File: src/rtl/uart_pkg.sv
`default_nettype none
// ============================================================================
//  Module      : uart_pkg
//  Description : Shared UART definitions: receiver state encodings, the
//                default maximum word width, and the layout of a stored
//                receive-FIFO entry.
//  Revision    : 1.0  initial release
// ============================================================================
package uart_pkg;

    // Widest data word the receiver can be configured for
    localparam int UART_WIDTH_MAX = 16;

    // Receiver state encodings
    typedef enum logic [2:0] {
        RX_IDLE   = 3'd0,
        RX_START  = 3'd1,
        RX_DATA   = 3'd2,
        RX_PARITY = 3'd3,
        RX_STOP   = 3'd4,
        RX_STORE  = 3'd5
    } uart_rx_state_e;

    // A FIFO entry is {parity_error, data}; the flag sits just above the data
    function automatic int entry_parity_bit(input int width);
        return width;
    endfunction

endpackage
`default_nettype wire

File: src/rtl/uart_rx_fifo_mem.sv
`default_nettype none
// ============================================================================
//  Module      : uart_rx_fifo_mem
//  Description : DEPTH x (WIDTH+1) register array, one synchronous write port
//                and one asynchronous read port. Contents are not reset;
//                validity is tracked by the pointers in the parent.
//  Revision    : 1.0  initial release
// ============================================================================
module uart_rx_fifo_mem
    import uart_pkg::*;
#(
    parameter int DEPTH = 16,
    parameter int WIDTH = UART_WIDTH_MAX,
    parameter int AW    = $clog2(DEPTH)
) (
    input  logic             clk,
    input  logic             i_we,
    input  logic [AW-1:0]    i_waddr,
    input  logic [WIDTH:0]   i_wdata,
    input  logic [AW-1:0]    i_raddr,
    output logic [WIDTH:0]   o_rdata
);

    logic [WIDTH:0] r_mem [DEPTH];

    // Write the addressed entry when the parent accepts a push
    always_ff @(posedge clk) begin
        if (i_we) begin
            r_mem[i_waddr] <= i_wdata;
        end
    end

    assign o_rdata = r_mem[i_raddr];

endmodule
`default_nettype wire

File: src/rtl/uart_rx_fifo.sv
`default_nettype none
// ============================================================================
//  Module      : uart_rx_fifo
//  Description : Receive-side circular FIFO behind the UART receiver. Detects
//                the rising edge of rx_need_store, stores {parity, data}, and
//                presents the head through a valid/ready handshake. Tracks a
//                sticky overflow flag.
//                Optional macro UART_RX_FIFO_ERR_CNT_EN adds saturating
//                parity-error and framing-error counters; without it both
//                count outputs are tied to zero.
//  Revision    : 1.0  initial release
// ============================================================================
module uart_rx_fifo
    import uart_pkg::*;
#(
    parameter int DEPTH = 16,
    parameter int WIDTH = UART_WIDTH_MAX,
    parameter int CNT_W = 8
) (
    input  logic                       clock,
    input  logic                       reset,
    input  logic                       rx_need_store,
    input  logic [WIDTH-1:0]           rx_bits,
    input  logic                       rx_error_parity,
    input  logic                       rx_error_stop_bit,
    output logic                       out_valid,
    input  logic                       out_ready,
    output logic [WIDTH-1:0]           out_data,
    output logic                       out_error_parity,
    output logic [$clog2(DEPTH):0]     level,
    output logic                       overflow,
    input  logic                       clear_errors,
    output logic [CNT_W-1:0]           error_count_parity,
    output logic [CNT_W-1:0]           error_count_stop
);

    localparam int           AW         = $clog2(DEPTH);
    localparam int           PAR_BIT    = entry_parity_bit(WIDTH);
    localparam logic [AW:0]  c_PTR_ONE  = 1;

    logic            r_ns_d;
    logic [AW:0]     r_wp;
    logic [AW:0]     r_rp;
    logic            r_overflow;
    logic            w_push_req;
    logic            w_empty;
    logic            w_full;
    logic            w_pop;
    logic            w_push_acc;
    logic            w_drop;
    logic [WIDTH:0]  w_rd_word;

    assign w_push_req = rx_need_store & ~r_ns_d;
    assign w_empty    = (r_wp == r_rp);
    assign w_full     = (r_wp[AW-1:0] == r_rp[AW-1:0]) && (r_wp[AW] != r_rp[AW]);
    assign w_pop      = ~w_empty & out_ready;
    // A pop in the same cycle frees the slot the push writes into
    assign w_push_acc = w_push_req & (~w_full | w_pop);
    assign w_drop     = w_push_req & w_full & ~w_pop;

    // Delay rx_need_store for edge detect; reset high so a level present at reset release is ignored
    always_ff @(posedge clock) begin
        if (reset) begin
            r_ns_d <= 1'b1;
        end else begin
            r_ns_d <= rx_need_store;
        end
    end

    // Advance write and read pointers; reset discards contents
    always_ff @(posedge clock) begin
        if (reset) begin
            r_wp <= '0;
            r_rp <= '0;
        end else begin
            if (w_push_acc) begin
                r_wp <= r_wp + c_PTR_ONE;
            end
            if (w_pop) begin
                r_rp <= r_rp + c_PTR_ONE;
            end
        end
    end

    // Sticky overflow; a drop coinciding with clear leaves it set
    always_ff @(posedge clock) begin
        if (reset) begin
            r_overflow <= 1'b0;
        end else if (clear_errors) begin
            r_overflow <= w_drop;
        end else if (w_drop) begin
            r_overflow <= 1'b1;
        end
    end

    uart_rx_fifo_mem #(
        .DEPTH (DEPTH),
        .WIDTH (WIDTH),
        .AW    (AW)
    ) u_mem (
        .clk     (clock),
        .i_we    (w_push_acc),
        .i_waddr (r_wp[AW-1:0]),
        .i_wdata ({rx_error_parity, rx_bits}),
        .i_raddr (r_rp[AW-1:0]),
        .o_rdata (w_rd_word)
    );

    assign out_valid        = ~w_empty;
    assign out_data         = w_rd_word[WIDTH-1:0];
    assign out_error_parity = w_rd_word[PAR_BIT];
    assign level            = r_wp - r_rp;
    assign overflow         = r_overflow;

`ifdef UART_RX_FIFO_ERR_CNT_EN
    localparam logic [CNT_W-1:0] c_CNT_ONE = 1;
    localparam logic [CNT_W-1:0] c_CNT_MAX = '1;

    logic             r_se_d;
    logic [CNT_W-1:0] r_cnt_par;
    logic [CNT_W-1:0] r_cnt_stop;
    logic             w_stop_evt;
    logic             w_par_evt;

    assign w_stop_evt = rx_error_stop_bit & ~r_se_d;
    assign w_par_evt  = w_push_acc & rx_error_parity;

    // Delay the framing-error level for edge detect; reset high like r_ns_d
    always_ff @(posedge clock) begin
        if (reset) begin
            r_se_d <= 1'b1;
        end else begin
            r_se_d <= rx_error_stop_bit;
        end
    end

    // Saturating parity-error counter; an event in the clear cycle yields 1
    always_ff @(posedge clock) begin
        if (reset) begin
            r_cnt_par <= '0;
        end else if (clear_errors) begin
            r_cnt_par <= w_par_evt ? c_CNT_ONE : '0;
        end else if (w_par_evt && (r_cnt_par != c_CNT_MAX)) begin
            r_cnt_par <= r_cnt_par + c_CNT_ONE;
        end
    end

    // Saturating framing-error counter; an event in the clear cycle yields 1
    always_ff @(posedge clock) begin
        if (reset) begin
            r_cnt_stop <= '0;
        end else if (clear_errors) begin
            r_cnt_stop <= w_stop_evt ? c_CNT_ONE : '0;
        end else if (w_stop_evt && (r_cnt_stop != c_CNT_MAX)) begin
            r_cnt_stop <= r_cnt_stop + c_CNT_ONE;
        end
    end

    assign error_count_parity = r_cnt_par;
    assign error_count_stop   = r_cnt_stop;
`else
    // Framing-error level has no consumer when counting is disabled
    logic w_unused_stop;
    assign w_unused_stop      = rx_error_stop_bit;
    assign error_count_parity = '0;
    assign error_count_stop   = '0;
`endif

endmodule
`default_nettype wire

File: config.mk
export PLATFORM = sky130hd
export DESIGN_NAME = uart_rx_fifo
export DESIGN_NICKNAME = d
export VERILOG_FILES = /design/src/rtl/uart_pkg.sv /design/src/rtl/uart_rx_fifo_mem.sv /design/src/rtl/uart_rx_fifo.sv
export SDC_FILE = /design/constraint.sdc
export NUM_CORES = 1
export LEC_CHECK = 0
export ABC_AREA = 1
export CORE_MARGIN = 3
export CORE_UTILIZATION = 30
export DETAILED_ROUTE_END_ITERATION = 16
export PLACE_DENSITY_LB_ADDON = 0.25
export SLEW_MARGIN = 0
export SYNTH_ARGS = -nofsm -noshare
export SYNTH_HDL_FRONTEND = slang
export SYNTH_HIERARCHICAL = 1
export SYNTH_SLANG_ARGS = --single-unit
File: constraint.sdc
create_clock -name clock -period 2.33 [get_ports clock]
set_input_delay 0.3495 -clock clock [delete_from_list [all_inputs] [get_ports clock]]
set_output_delay 0.3495 -clock clock [all_outputs]
set_load 0.02 [all_outputs]
=== Yosys cells after proc, flatten, opt, wreduce, memory -nomap -nowiden ===
Memories as Yosys holds them, arrays and structs flattened. A register that Yosys moved wholly into a read port is not among the register bits.
Cells that the tools add are included.

* Register bits after elaboration: 12
* Output and inout port bits: 40
* Input port bits: 23
* Memories kept: 1
* RAM bits: 272

{| class="wikitable"
|+ Memories
! memory !! words !! width !! rd ports !! clocked after memory_dff !! wr ports !! line !! source
|-
| u_mem.r_mem || 16 || 17 || 1 || 1 || 1 || uart_rx_fifo_mem.sv:24 || <nowiki>logic [WIDTH:0] r_mem [DEPTH];</nowiki>
|}

* Add/sub/neg operators: 3
* Eq/ne operators: 3
* Multiplexer cells: 6
* Bitwise gates (word level): 10
* Reductions and logical operators: 2

{| class="wikitable"
|+ Operators with widths
! cell !! count
|-
| $add 5x1->5 const B || 2
|-
| $mux 4 || 2
|-
| $and 1x1->1 || 5
|-
| $eq 5x5->1 || 1
|-
| $sub 5x5->5 || 1
|-
| $eq 4x4->1 || 1
|-
| $mux 1 || 4
|-
| $not 1->1 || 4
|-
| $reduce_bool 2->1 || 1
|-
| $logic_and 1x1->1 || 1
|-
| $ne 1x1->1 || 1
|-
| $or 1x1->1 || 1
|}

=== Logic depth before layout (Yosys ltp) ===
* Depth after elaboration: 7
* Gate-level depth with buffers: 10
* Mapped depth without buffers: 10

=== Modules after synthesis ===
Netlist, hierarchy kept.

{| class="wikitable"
|+ Modules (own cells, without submodules)
! module !! seq. area each (µm²) !! times used !! cells each !! area an instance (µm²)
|-
| uart_rx_fifo_mem || 8,167.8 || 1 || 1,122 || 11,687.5
|-
| uart_rx_fifo || 240.2 || 1 || 127 || 952.2
|}

=== Worst setup path before layout ===
Ideal clock, no wire load.

* Path kind: register -> register
* From: register r_wp[2]
* To: memory u_mem/r_mem[12][0] in the netlist's numbering (enable)
* Data arrival time: 2,125 ps
* Buffers on the path: 0
* Setup slack: -185 ps
* Stages on the path, launching flop included: 9
* Cell sequence: dfxtp_1 > ha_1 > nand2_2 > nor2_8 > nand3_4 > nand2_4 > inv_2 > nand3_1 > nor2_1

* Longest elaborated chain between the ends: 7
* Elaborated cells on any way between the ends: 10

{| class="wikitable"
|+ RTL lines
! what !! line !! source
|-
| start, declared || uart_rx_fifo.sv:42 || <nowiki>logic [AW:0] r_wp;</nowiki>
|-
| start signal, assigned || uart_rx_fifo.sv:77 || <nowiki>r_wp <= r_wp + c_PTR_ONE;</nowiki>
|-
| $eq 5x5->1 or $eq 4x4->1 (tied branches) || uart_rx_fifo.sv:54, uart_rx_fifo.sv:55 ||
|-
| $not 1->1 or $logic_and 1x1->1 (tied branches) || uart_rx_fifo.sv:56, uart_rx_fifo.sv:55 ||
|-
| $and 1x1->1 or $not 1->1 (tied branches) || uart_rx_fifo.sv:56, uart_rx_fifo.sv:58 ||
|-
| $or 1x1->1 (*) || uart_rx_fifo.sv:58 || <nowiki>assign w_push_acc = w_push_req & (~w_full | w_pop);</nowiki>
|-
| $and 1x1->1 (*) || uart_rx_fifo.sv:58 ||
|-
| named net w_push_acc || uart_rx_fifo.sv:49 || <nowiki>logic w_push_acc;</nowiki>
|-
| $mux 1 (*) || uart_rx_fifo_mem.sv:28 || <nowiki>if (i_we) begin</nowiki>
|-
| $mux 1 (implied by the code) (*) || uart_rx_fifo_mem.sv:29 || <nowiki>r_mem[i_waddr] <= i_wdata;</nowiki>
|-
| end, declared || uart_rx_fifo_mem.sv:24 ||
|}

The timed path passes the listed nets; every way through them passes the cells marked *.

==> metrics.txt <==
status finished with violations; violated checks negative setup slack; chip height roughly 210 µm; Hold WC Path Type in2reg; Vias/cell 4.58; max-cap viol count 0; sw frac 27.1%; TritonCTS buffer count 31; register area between 8000 and 9000 µm²; Max-slew headroom 56.7%; critical path class reg2out; Final Routed Wirelength 33300 µm; Psw 3.49 mW; CP max FO 7; vias in the first global route 8124; Sequential Power Share 43.9%; Rows 74; final hold slack approximately 380 ps; Final Hold Violating Endpoints 0; Critical Path End Type output pin; total gr overflow 0; CTS Sinks 284; RSZ-0062 raised after global routing true; Int Power 9.38 mW; htree depth 1; Synth Instances 1249; final antenna-violating net count 0; I/O pin total 63; Design Power 12.9 mW; Finished Layout Cells 1902; Multi-input gate area between 3000 and 4000 µm²; setup violators final 5; Async S/R FF share, synth 0%; CTS max path bufs 3; Layout area overhead 28.5%; Setup crit start kind flip-flop; Clock power frac a little over a third; die area 44600 µm²; Core Region a little over 40000 µm²; port buffer count 45; Logic pwr share 20.7%; Ys Warns 6; nets 1377; Yosys reg bits around 280; Worst VDD drop just under 0.6 mV; first-pass GRT wire length 49200 µm; Starting Density 30.7%; WP data required 1980 ps; Unique masters post-synth 28; Core Util, Final 39.4%; Slew Limit Fails 0; drt drc 0; Final Cycle Share 101%; EDFF count, synth between 200 and 300; largest net degree at the start of global routing 45; Placed Cells 1824; Avg Cell Area, Syn 10.1 µm²; hpwl dp 17200 µm; TritonRoute pass-1 iters 5; layout cells sized above 1 between 20% and 30%; Vias 8710; initial antenna violation count 0; CTS tree done; final critical-path required period between 2000 and 2500 ps; Worst Skew 17.5 ps; DR WL/cell 17.5 µm; Worst-Margin Slew between 600 and 700 ps; # diodes 0; pwr dens 792 nW/µm²; Total Routing Usage GR 14.5%; clock slew at reported path FFs 60 ps; fill count 3902; cell area after synthesis 12600 µm²; Static Leak between 6 and 7 nW; setup_tns -110 ps; CTS Root Cell clkbuf_16; GP Congestion ~0.75; Die Width roughly 210 µm; sequential share of the synthesized area between 60% and 70%; Worst-Skew Late Latency 560 ps; FMAX roughly 0.42 GHz; arrival time worst endpoint 2020 ps; Final Worst Setup Slack -34.8 ps; commonest register cell after synthesis edfxtp_1; initial DRC count between 500 and 600
-- power by group through the flow --
stage / clock network, mW / registers [mW] / logic, mW
after global routing: 4.86 / 5.65 / 2.90
after detailed placement: 0 / 5.75 / 2.08
after CTS: 4.67 / 5.65 / 2.40
final: 4.55 / 5.65 / 2.67
after floorplan: 0 / 5.74 / 1.27
after global placement: 0 / 5.75 / 2.07
-- cell families (layout without fill, tap and decap cells) --
group           after synthesis  count (layout)  share of synthesized area (%)
compound gates                9               9                          0.445
buf+inv                     297             403                           9.83
fa+ha+maj                     7               7                          0.752
flops                       284             284                           66.5
simple gates                644             644                           21.9
xor+xnor                      7               7                          0.485
other cells                   1              16                         0.0297
-- metrics by stage --
step / worst slack, ps / instance area, µm²
floorplan: -185 / 12700
global placement: 23.7 / 14200
detailed placement: 27.4 / 14200
CTS: -54.4 / 15600
global route: -143 / 16200
finish: -34.8 / 16200
-- routing by layer --
layer / GRT usage [%] / up-vias / part of all wire [%]
met4: 4.04 / 0 / 1.9
li1: - / 4206 / -
met2: 23.6 / 227 / 48
met5: 0 / - / 0
met1: 20.4 / 4231 / 45
met3: 2.18 / 46 / 5.4
-- worst paths after layout --
kind / startpoint / end / slack [ps] / cells after the start
max: r_rp[0] / out_data[3] / -30 / 9
min: rx_need_store / r_ns_d / 380 / 3
max reg2reg: r_rp[0] / u_mem/r_mem[8][4] / 100 / 9
min reg2reg: overflow / overflow / 470 / 2
-- cell type report --
type                    instances  area share, %
inverters                     226           5.35
clock inverters                17          0.809
repair inverters                1         0.0693
flip-flops and latches        284           51.8
repair buffers                120           10.3
multi-input cells             683           22.5
clock buffers                  39           4.96
well taps                     532           4.10
-- critical path, cell delays in order, from the launching register on --
cell and delay, ps:
dfxtp_4 470, clkinv_8 150, buf_12 170, buf_12 130, nand2_1 70, nand3_2 70, nand3_2 90, nand3_2 80
nand2_2 100, buf_6 120
-- cell usage in the layout (no fill, tap or decap), types with 3 or more instances in the layout --
cell type        netlist  routed
a21oi_1                5       5
a21oi_2                3       3
buf_12                 0      29
buf_16                 0       9
buf_2                 22       3
buf_4                 24      26
buf_6                  1      24
clkbuf_1              21       8
clkbuf_16              0      36
clkdlybuf4s50_1        0      22
clkinv_1               2      11
clkinv_2               0       4
conb_1                 1      16
dfxtp_1               12       9
edfxtp_1             272     272
ha_4                   0       4
inv_1                218     217
inv_2                  5       3
inv_4                  1       3
nand2_1              386     350
nand2_2                4      36
nand2_4                3       7
nand3_1              217     136
nand3_2                0      81
nand3b_1               3       3
nand4_1                3       3
nor2_1                25       9
nor2_2                 1      16
xor2_1                 7       7
-- cells in the mapped netlist (all sizes together), types with 3 or more instances --
cell,number,area share (%)
inv,224,6.7
nand3,218,8.7
nand3b,3,0.18
edfxtp,272,65
xor2,7,0.49
clkbuf,21,0.62
nor2,27,0.95
nand4,3,0.15
nand2,393,12
dfxtp,12,1.9
buf,50,2.5
a21oi,8,0.41
ha,6,0.59
-- state kept, by name, summed over array words and instances (netlist names) --
| signal | count |
|---|---|
| r_ns_d | 1 |
| r_wp | 5 |
| u_mem/r_mem | 272 |
| r_rp | 5 |
| overflow | 1 |
-- repair_timing --
item                                    4_1_cts  5_1_grt
buffers inserted                              4        4
resized for setup                           154      129
hold buffers                                  0        0
endpoints found under the hold margin         0        0
pin swaps                                     7       40
endpoints found under the setup margin       22      218
gates cloned                                 11        5
Power figures use the tool's default switching activity.
==> edit (same settings) <==
Build with the macro `UART_RX_FIFO_ERR_CNT_EN` defined.
--- a/src/rtl/uart_rx_fifo.sv
+++ b/src/rtl/uart_rx_fifo.sv
@@ -10,6 +10,8 @@
 //                count outputs are tied to zero.
 //  Revision    : 1.0  initial release
 // ============================================================================
+`define UART_RX_FIFO_ERR_CNT_EN
+
 module uart_rx_fifo
     import uart_pkg::*;
 #(
Function: changed (Yosys sat finds a counterexample within 4 cycles, from zero or initial values and one cycle with reset high).
==> edit against the unedited design <==
The run still ends with negative setup slack left; worst setup slack about the same; hold slack better by 0.055 ns; clock skew about the same; die area up 5.9%; area after synthesis up 6.0%; sequential cell count up 17; total power up 8.7%; count of clock-buffer cells in the layout up 4; clock power up 17%; cell area up 7.4%; cell count up 11%; routed wire length up 8.1%; synthesized cell count up 9.4%; critical path type unchanged; largest cell class unchanged; highest routed layer unchanged.
==> edit: results (changes against the unedited design) <==
Outcome
  • Status: finished with violations (unchanged)
  • Failing checks: negative setup slack (unchanged)

Finish
  • Final Util: 40.0% (was 39.4%)
  • Non-clock buffers: 157 (was 120)
  • Clkbuf count: 43 (was 39)
  • Fillers: 4,229 (was 3,902)
  • Multi-input comb cells: 763 (was 683)
  • Buffer share of cell area: 10.7% (was 10.3%)
  • Multi-input combinational cell area: 4030 µm² (was 3660 µm²)
  • Sequential cell area share: 50.2% (was 51.8%)
  • Clock-cell share: 6.40% (was 5.77%)
  • Net count, final: 1,536 (was 1,377)

Pwr
  • Clock power frac: 38.2% (was 35.4%)
  • Internal power component: 10.2 mW (was 9.38 mW)
  • Maximum vdd ir drop: 0.368 mV (was 0.577 mV)
  • Leak Pwr: 7.20 nW (was 6.76 nW)

Global routing
  • First-pass GRT wire length: 54,700 µm (was 49,200 µm)
  • Met2 Usage GRT: 24.8% (was 23.6%)
  • Vias in the first global route: 9,360 (was 8,124)
  • Tot GR Track Use: 15.0% (was 14.5%)
  • Pin count of the biggest net entering global routing: 38 (was 45)

Floorplan
  • Die width: 217 µm (was 211 µm)

CTS
  • Total CTS buffers: 35 (was 31)
  • Post-CTS setup buffer count: 3 (was 4)
  • Clock latency on the worst-skew pair: 0.53 ns (was 0.56 ns)
  • Post-CTS Resized: 129 (was 154)
  • H-tree lvl count: 2 (was 1)

Routing
  • Vias per cell: 4.53 (was 4.58)
  • Routed wl met3: 1700 µm (was 1780 µm)
  • Routed met2 length: 17,300 µm (was 15,800 µm)
  • Via count: 9,588 (was 8,710)
  • Drt initial violations: 738 (was 592)

Placement
  • GPL Wtd Cong: 0.781 (was 0.747)
  • Inst Count DP: 2,033 (was 1,824)
  • DP HPWL: 21,400 µm (was 17,200 µm)
  • Dpl ws: -0.0682 ns (was 0.0274 ns)
  • Number of I/O port buffers: 62 (was 45)
  • Placed standard-cell area: 15,400 µm² (was 14,200 µm²)

Worst setup path
  • Crit-path leading delay family: adder cells (was buffers and inverters)
  • Reg-to-reg startpoint: r_rp[1] (was r_rp[0])
  • Reg2Reg Depth: 10 (was 9)
  • Crit Reg-Reg Endpoint: u_mem/r_mem[5][3] (was u_mem/r_mem[8][4])

Synthesis
  • Yosys reg bits: 301 (was 284)
  • Post-synth top cells: nand2_1 (419), edfxtp_1 (272), inv_1 (236) (was nand2_1 (386), edfxtp_1 (272), inv_1 (218))
  • Synth unique cells: 34 (was 28)
  • Sequential-to-total area share from yosys stat: 65.3% (was 66.5%)
  • Synth top area cells: edfxtp_1 (61%), nand2_1 (12%), nand3_1 (8.3%) (was edfxtp_1 (65%), nand2_1 (11%), nand3_1 (8.6%))
  • Mapped Cells: 1,367 (was 1,249)
  • Synth top area share: 60.9% (was 64.6%)

STA
  • Final setup fails: 5 (unchanged)
  • Skew final: 0.0179 ns (was 0.0175 ns)
  • TNS Setup: -0.104 ns (was -0.110 ns)
  • Worst hold slack: 0.434 ns (was 0.380 ns)
  • Setup WS post-layout: -0.0347 ns (was -0.0348 ns)
==> edit: cell count changes in the layout (fill, tap and decap cells not counted), moves of 7 or more <==
cell             change
nand2_1             +43
buf_4               +27
inv_1               +19
clkdlybuf4s50_1     +18
dfxtp_1             +17
conb_1              -16
a21oi_1             +14
nor2_1              +13
o21ai_0             +13
nand2_2              -8
nor3_1               +7
==> edit: cell families (layout without fill, tap and decap cells) <==
family / count (synthesis) / count (layout) / share of synthesized area (%)
buffers and inverters: 303 / 466 / 8.99
DFF: 301 / 301 / 65.3
and+or+nand+nor: 710 / 710 / 23.0
AOI/OAI and AO/OA: 37 / 37 / 1.42
xor gates and xnor gates: 7 / 7 / 0.457
adders and majority gates: 9 / 9 / 0.896
==> edit: worst max-delay path by stage <==
stage,slack [ns],endpoint
finish,-0.03,level[2]
global route,-0.11,out_data[7]
CTS,-0.13,out_data[12]
detailed placement,-0.07,out_error_parity
global placement,-0.05,out_error_parity
floorplan,-0.13,u_mem/r_mem[12][0]
